[src/rtl/ifu_ir_if.sv]
// ifu_ir_if: fetch-stage bundle (memory handshake, execute handoff, IR outputs).
// inst_cnt is present only when IFU_INST_CNT_EN is defined.
interface ifu_ir_if;
  logic [31:0] PC;
  logic        Inst_Req_Valid;
  logic        Inst_Req_Ready;
  logic [31:0] Instruction;
  logic        Inst_Valid;
  logic        Inst_Ready;
  logic [31:0] next_pc;
  logic        ir_done;
  logic [31:0] inst;
  logic [4:0]  imm_sel;
  logic        ir_valid;
`ifdef IFU_INST_CNT_EN
  logic [31:0] inst_cnt;
  modport master(output PC, Inst_Req_Valid, Inst_Ready, inst, imm_sel, ir_valid, inst_cnt,
                 input Inst_Req_Ready, Instruction, Inst_Valid, next_pc, ir_done);
  modport slave(input PC, Inst_Req_Valid, Inst_Ready, inst, imm_sel, ir_valid, inst_cnt,
                output Inst_Req_Ready, Instruction, Inst_Valid, next_pc, ir_done);
`else
  modport master(output PC, Inst_Req_Valid, Inst_Ready, inst, imm_sel, ir_valid,
                 input Inst_Req_Ready, Instruction, Inst_Valid, next_pc, ir_done);
  modport slave(input PC, Inst_Req_Valid, Inst_Ready, inst, imm_sel, ir_valid,
                output Inst_Req_Ready, Instruction, Inst_Valid, next_pc, ir_done);
`endif
endinterface

[src/rtl/ifu_ir.sv]
// ifu_ir: multi-cycle fetch with instruction register and immediate-format pre-decode.
// Optional fetch counter inst_cnt enabled by IFU_INST_CNT_EN.
module ifu_ir #(
  parameter logic [31:0] RESET_PC = 32'h0000_0000
) (
  input logic     clk,
  input logic     rst,
  ifu_ir_if.master b
);
  typedef enum logic [1:0] {INIT, IF, IW, HOLD} state_t;
  state_t      state, state_n;
  logic [6:0]  op;
  logic [4:0]  dec;
  logic        load;
  assign op = b.Instruction[6:0];
  assign load = (state == IW) && b.Inst_Valid;
  always_comb begin
    dec = (op == 7'h37 || op == 7'h17) ? 5'b00001 :
          (op == 7'h6f) ? 5'b00010 :
          (op == 7'h13 || op == 7'h03 || op == 7'h67) ? 5'b00100 :
          (op == 7'h63) ? 5'b01000 :
          (op == 7'h23) ? 5'b10000 : 5'b00000;
  end
  always_comb begin
    state_n = state == INIT ? IF :
              state == IF   ? (b.Inst_Req_Ready ? IW : IF) :
              state == IW   ? (b.Inst_Valid ? HOLD : IW) :
                              (b.ir_done ? IF : HOLD);
  end
  always_ff @(posedge clk) begin
    if (!rst) begin
      state     <= INIT;
      b.PC      <= RESET_PC;
      b.inst    <= '0;
      b.imm_sel <= '0;
    end else begin
      state <= state_n;
      if (load) begin
        b.inst    <= b.Instruction;
        b.imm_sel <= dec;
      end
      if (state == HOLD && b.ir_done) b.PC <= b.next_pc & ~32'h3;
    end
  end
  // handshake flags are pure state decodes so they never depend on same-cycle inputs
  assign b.Inst_Req_Valid = state == IF;
  assign b.Inst_Ready     = state == IW;
  assign b.ir_valid       = state == HOLD;
`ifdef IFU_INST_CNT_EN
  always_ff @(posedge clk) begin
    if (!rst) b.inst_cnt <= '0;
    else if (load) b.inst_cnt <= b.inst_cnt + 32'd1;
  end
`endif
endmodule
[src/flat_wrapper.sv]
// flat-port wrapper written by rule: the top's interface ports become plain ports
module ifu_ir_flat 
#(
  parameter logic [31:0] RESET_PC = 32'h0000_0000
)
  (clk, rst, b_PC, b_Inst_Req_Valid, b_Inst_Ready, b_inst, b_imm_sel, b_ir_valid, b_Inst_Req_Ready, b_Instruction, b_Inst_Valid, b_next_pc, b_ir_done);
  ifu_ir_if b_i ();
  input logic clk;
  input logic rst;
  output wire logic [$bits(b_i.PC)-1:0] b_PC;
  output wire logic [$bits(b_i.Inst_Req_Valid)-1:0] b_Inst_Req_Valid;
  output wire logic [$bits(b_i.Inst_Ready)-1:0] b_Inst_Ready;
  output wire logic [$bits(b_i.inst)-1:0] b_inst;
  output wire logic [$bits(b_i.imm_sel)-1:0] b_imm_sel;
  output wire logic [$bits(b_i.ir_valid)-1:0] b_ir_valid;
  input wire logic [$bits(b_i.Inst_Req_Ready)-1:0] b_Inst_Req_Ready;
  input wire logic [$bits(b_i.Instruction)-1:0] b_Instruction;
  input wire logic [$bits(b_i.Inst_Valid)-1:0] b_Inst_Valid;
  input wire logic [$bits(b_i.next_pc)-1:0] b_next_pc;
  input wire logic [$bits(b_i.ir_done)-1:0] b_ir_done;
  assign b_PC = b_i.PC;
  assign b_Inst_Req_Valid = b_i.Inst_Req_Valid;
  assign b_Inst_Ready = b_i.Inst_Ready;
  assign b_inst = b_i.inst;
  assign b_imm_sel = b_i.imm_sel;
  assign b_ir_valid = b_i.ir_valid;
  assign b_i.Inst_Req_Ready = b_Inst_Req_Ready;
  assign b_i.Instruction = b_Instruction;
  assign b_i.Inst_Valid = b_Inst_Valid;
  assign b_i.next_pc = b_next_pc;
  assign b_i.ir_done = b_ir_done;
  ifu_ir #(.RESET_PC(RESET_PC)) u_core (.clk(clk), .rst(rst), .b(b_i));
endmodule
[config.mk]
export PLATFORM = sky130hd
export DESIGN_NAME = ifu_ir_flat
export DESIGN_NICKNAME = d
export VERILOG_FILES = /design/src/rtl/ifu_ir_if.sv /design/src/rtl/ifu_ir.sv /design/src/flat_wrapper.sv
export SDC_FILE = /design/constraint.sdc
export NUM_CORES = 1
export LEC_CHECK = 0
export CAP_MARGIN = 15
export CELL_PAD_IN_SITES_DETAIL_PLACEMENT = 1
export CELL_PAD_IN_SITES_GLOBAL_PLACEMENT = 2
export CORE_MARGIN = 2
export CORE_UTILIZATION = 22
export DETAILED_ROUTE_END_ITERATION = 10
export PLACE_DENSITY_LB_ADDON = 0.1
export SYNTH_ARGS = -nofsm -noshare
export SYNTH_HDL_FRONTEND = slang
export SYNTH_SLANG_ARGS = --single-unit
[constraint.sdc]
create_clock -name clk -period 2.72 [get_ports clk]
set_input_delay 0.68 -clock clk [delete_from_list [all_inputs] [get_ports clk]]
set_output_delay 0.68 -clock clk [all_outputs]
set_load 0.05 [all_outputs]
After elaboration in Yosys (flattened, before gate mapping)
Cells that the tools add are included.

word-level totals
  latch bits = 0
  memory bits (read-only) = 0
  flip-flop bits (word level) = 69
  memory bits (writable) = 0
  memories = 0
  output and inout port bits = 72

cells by class
  magnitude comparators = 0
  shifts and indexed selects = 0
  div/mod/pow operators = 0
  reduce and logical (&&, ||, !) cells = 7
  $mul = 0
  eq/ne operators = 11
  bitwise operators = 1
  mux-type cells = 11
  add/subtract/negate cells = 0

operator list
  cell                                                  number
  2-to-1 mux 5 bit                                      5
  equality test 7 bit (second input constant)           3
  equality test 7 x 5 -> 1 bit (second input constant)  2
  equality test 7 x 6 -> 1 bit (second input constant)  2
  2-to-1 mux 2 bit                                      4
  equality test 7 x 2 -> 1 bit (second input constant)  1
  equality test 2 bit (second input constant)           2
  logical OR 1 bit                                      3
  equality test 2 x 1 -> 1 bit (second input constant)  1
  logical AND 1 bit                                     2
  logical NOT 2 bit                                     1
  2-to-1 mux 1 bit                                      2
  OR reduction 2 bit                                    1
  inverter 1 bit                                        1

Longest topological paths before layout
Gate-level depths: netlist of run 1.

  depth after elaboration = 6
  mapped depth = 5
  depth with buffers taken out = 3

Worst setup path after synthesis of run 1
No wires, ideal clock.

  path kind = register to output
  start point = reg u_core.state[0]
  end point = out b_Inst_Req_Valid
  stages on the path, launching flop included = 2
  data required time = 2.040 ns
  slack = 0.873 ns
  path buffers = 0
  data arrival time = 1.167 ns
  cells stage by stage = dfxtp_1 -> nor2b_1

on the way
  word-level cells in the longest chain between the ends = 1

ends and longest elaborated chain
  what                          RTL line            text
  from (decl)                   ifu_ir.sv:11        state_t state, state_n;
  from (signal assigned)        ifu_ir.sv:37        state <= state_n;
  equality test 2 x 1 -> 1 bit  ifu_ir.sv:46        assign b.Inst_Req_Valid = state == IF;
  to (decl)                     flat_wrapper.sv:11  output wire logic [$bits(b_i.Inst_Req_Valid)-1:0] b_Inst_Req_Valid;

Every way passes these cells.

Worst setup path after layout of run 1
Ends and elaborated chain as after synthesis.

==> results_dict.tcl, run 1 <==
set metrics [dict create \
    outcome "finished clean" \
    finalCritPeriodShare_pct 92.57 \
    yosysTopAreaCell "dfxtp_1" \
    drtPass1Iterations 4 \
    grtUsageTotal_pct 13.20 \
    io_pins 141 \
    wl_um 8200 \
    io_buffer_count 136 \
    crit_path_end "b_Inst_Req_Valid" \
    synth_edf_count 0 \
    tns_ns 0 \
    routabilityCongestion 0.6616 \
    cts_resized 0 \
    hold_viol_final 0 \
    pwr-share-comb_pct 12.1 \
    htree_levels 3 \
    ant_nets 0 \
    hold_class "reg -> reg" \
    gr-total-overflow 0 \
    power.density_nw_per_um2 549.9 \
    switchingPower_uw 574.8 \
    peakVddDrop_uv 420.3 \
    cp.arrival_ns 1.84 \
    ys_warn_count 0 \
    seqPwrFrac_pct 43.2 \
    clk_latency_ns 0.33 \
    grt_pass1_wl_um 13120 \
    post_cts_buffers 0 \
    critPathMaxFanout 9 \
    num_rows 40 \
    worst_clock_skew_ns 0.003062 \
    core_area_um2 11860 \
    ys.flop_type "dfxtp_1" \
    hold_ws_ns 0.4586 \
    r2r_end "u_core.b.inst[11]$_SDFFE_PN0P_" \
    ys_seq_elements 69 \
    n_antenna_cell 0 \
    synth_top_area_share_pct 52.25 \
    routedWlPerCell_um 13.76 \
    layoutNonFillerInstCount 596 \
    die_w_um 113.6 \
    dp_slack_ns 0.5613 \
    antenna_found_initial 0 \
    cp-start-kind "flop" \
    clockPowerShare_pct 44.7 \
    slew_headroom_pct 64.03 \
    root_buffer "clkbuf_16" \
    via_count 2547 \
    r2r_cells 4 \
    power_leakage_uw 0.001478 \
    synth-async-reset-ratio_pct 0 \
    dieArea_um2 12910 \
    nNetsFinal 513 \
    area_delta_synth_final_pct 66.26 \
    synthCells 313 \
    critical_path_class "reg -> out" \
    critPathCaptureType "primary output" \
    drc 0 \
    synth.distinct_cells 27 \
    routed_via_density 4.273 \
    cts_buffer_depth 2 \
    worst-endpoint-required_ns 2.04 \
    drtIter0Drc 80 \
    dp.cells 580 \
    report.final.slew_viol_count 0 \
    fmax_mhz 397.2 \
    grt_pass1_vias 2637 \
    cts_tree "built" \
    setup_viol 0 \
    swShare_pct 23.78 \
    regToRegStartpoint "u_core.state[0]$_SDFF_PN0_" \
    synth.area.top_cells "dfxtp_1 (52%), nand2_1 (19%), a21boi_0 (18%), buf_2 (1.9%), clkbuf_1 (1.4%)" \
    rsz0062_at_grt "false" \
    drive_gt1_share_pct 4.454 \
    cts_buffers 9 \
    cts_sinks 69 \
    syn_area_per_cell_um2 8.447 \
    setup_ws_ns 0.2021 \
    die_y_um 113.6 \
    grt_max_degree 37 \
    critical_path.startpoint "u_core.state[0]$_SDFF_PN0_" \
    clkTransAtPathRegs_ns 0.05 \
    netlist_area_um2 2644 \
    cap_violations 0 \
    ctsHoldBuffers 0 \
    p_int_uw 1842 \
    worstMarginPinSlew_ns 0.5378 \
    reg2reg_slack_ns 1.31 \
    ys_seq_area_share_pct 52.25 \
    dp_hpwl_um 5580 \
    fin_crit_ns 2.518 \
    start_util_pct 22.29 \
]
==> power by group through the flow <==
stage	Sequential [uW]	Clock, uW	Combinational (uW)
6_report	1040	1080	292
3_3_place_gp	1060	0	295
3_5_place_dp	1070	0	296
5_1_grt	1050	1180	312
2_1_floorplan	1120	0	80.6
4_1_cts	1040	1140	297
==> per-layer routing <==
layer	share of wire [%]	global-route usage, %	vias up
met5	0	0	-
met4	1.4	4.634	0
met3	9.9	6.854	10
met2	46	21.84	89
met1	42	14.58	1175
li1	-	-	1273
==> critical path, cell delays in order (launching register included) <==
cell             delay, ns
dfxtp_1               0.44
nor2b_1               0.22
clkdlybuf4s50_1       0.85
==> cells by family after synthesis <==
logic type | count (synthesis) | synth area share (%)
other | 1 | 0.1418
flip-flops | 69 | 52.25
buffers and inverters | 24 | 4.307
AO/OA/AOI/OAI | 71 | 19.97
AND/OR/NAND/NOR | 148 | 23.33
==> how the worst min path moves through the flow <==
stage / to / startpoint / depth (start not counted) / slack (ns)
after detailed placement: u_core.b.inst[17]$_SDFFE_PN0P_ / u_core.b.inst[17]$_SDFFE_PN0P_ / 2 / 0.46
after CTS: u_core.b.PC[20]$_SDFFE_PN0P_ / u_core.b.PC[20]$_SDFFE_PN0P_ / 2 / 0.46
final: u_core.b.PC[20]$_SDFFE_PN0P_ / u_core.b.PC[20]$_SDFFE_PN0P_ / 2 / 0.46
after global routing: u_core.b.imm_sel[1]$_SDFFE_PN0P_ / u_core.b.imm_sel[1]$_SDFFE_PN0P_ / 2 / 0.49
after global placement: u_core.b.inst[25]$_SDFFE_PN0P_ / u_core.b.inst[25]$_SDFFE_PN0P_ / 2 / 0.45
after floorplan: u_core.state[1]$_SDFF_PP0_ / u_core.state[1]$_SDFF_PP0_ / 2 / 0.50
==> through the flow <==
step / total power [uW] / instance area, um^2 / util, %
finish: 2417 / 4395 / 37.06
CTS: 2478 / 4395 / 37.06
detailed placement: 1361 / 4123 / 34.76
floorplan: 1203 / 2648 / -
global route: 2536 / 4395 / 37.06
global placement: 1359 / 4123 / 34.76
==> cell type report <==
cell class | instances | area [um^2]
Fill cell | 1416 | 7466
Inverter | 1 | 3.754
Timing Repair Buffer | 142 | 1401
Sequential cell | 69 | 1381
Clock buffer | 15 | 267.8
Clock inverter | 1 | 5.005
Tap cell | 147 | 183.9
Multi-Input combinational cell | 221 | 1152
==> synth_stat cells (all sizes together), types with 2 or more instances <==
library cell / number
clkbuf: 10
dfxtp: 69
and3b: 2
a21boi: 67
nand2: 131
buf: 13
a21oi: 2
nand3: 2
==> layout by cell type, fill, tap and decap left out, types with 2 or more instances in the layout <==
master / synthesis / final
a21boi_0: 65 / 65
a21boi_1: 2 / 2
a21oi_1: 2 / 2
and3b_1: 2 / 2
buf_4: 3 / 6
clkbuf_1: 10 / 4
clkbuf_16: 0 / 9
clkbuf_8: 0 / 2
clkdlybuf4s50_1: 0 / 135
conb_1: 1 / 2
dfxtp_1: 69 / 69
nand2_1: 131 / 131
nand3_1: 2 / 2
==> sequential cells by signal, indices dropped and copies added, names as in the netlist <==
register          flops
u_core.b.PC          30
u_core.b.imm_sel      5
u_core.state          2
u_core.b.inst        32
Power figures use the tool's default switching activity.
==> run 2, diff against run 1 <==
Settings changed: SLEW_MARGIN set to 20.
==> results of run 2 <==
No change in the layout: final DEF, timing and power equal those of run 1.
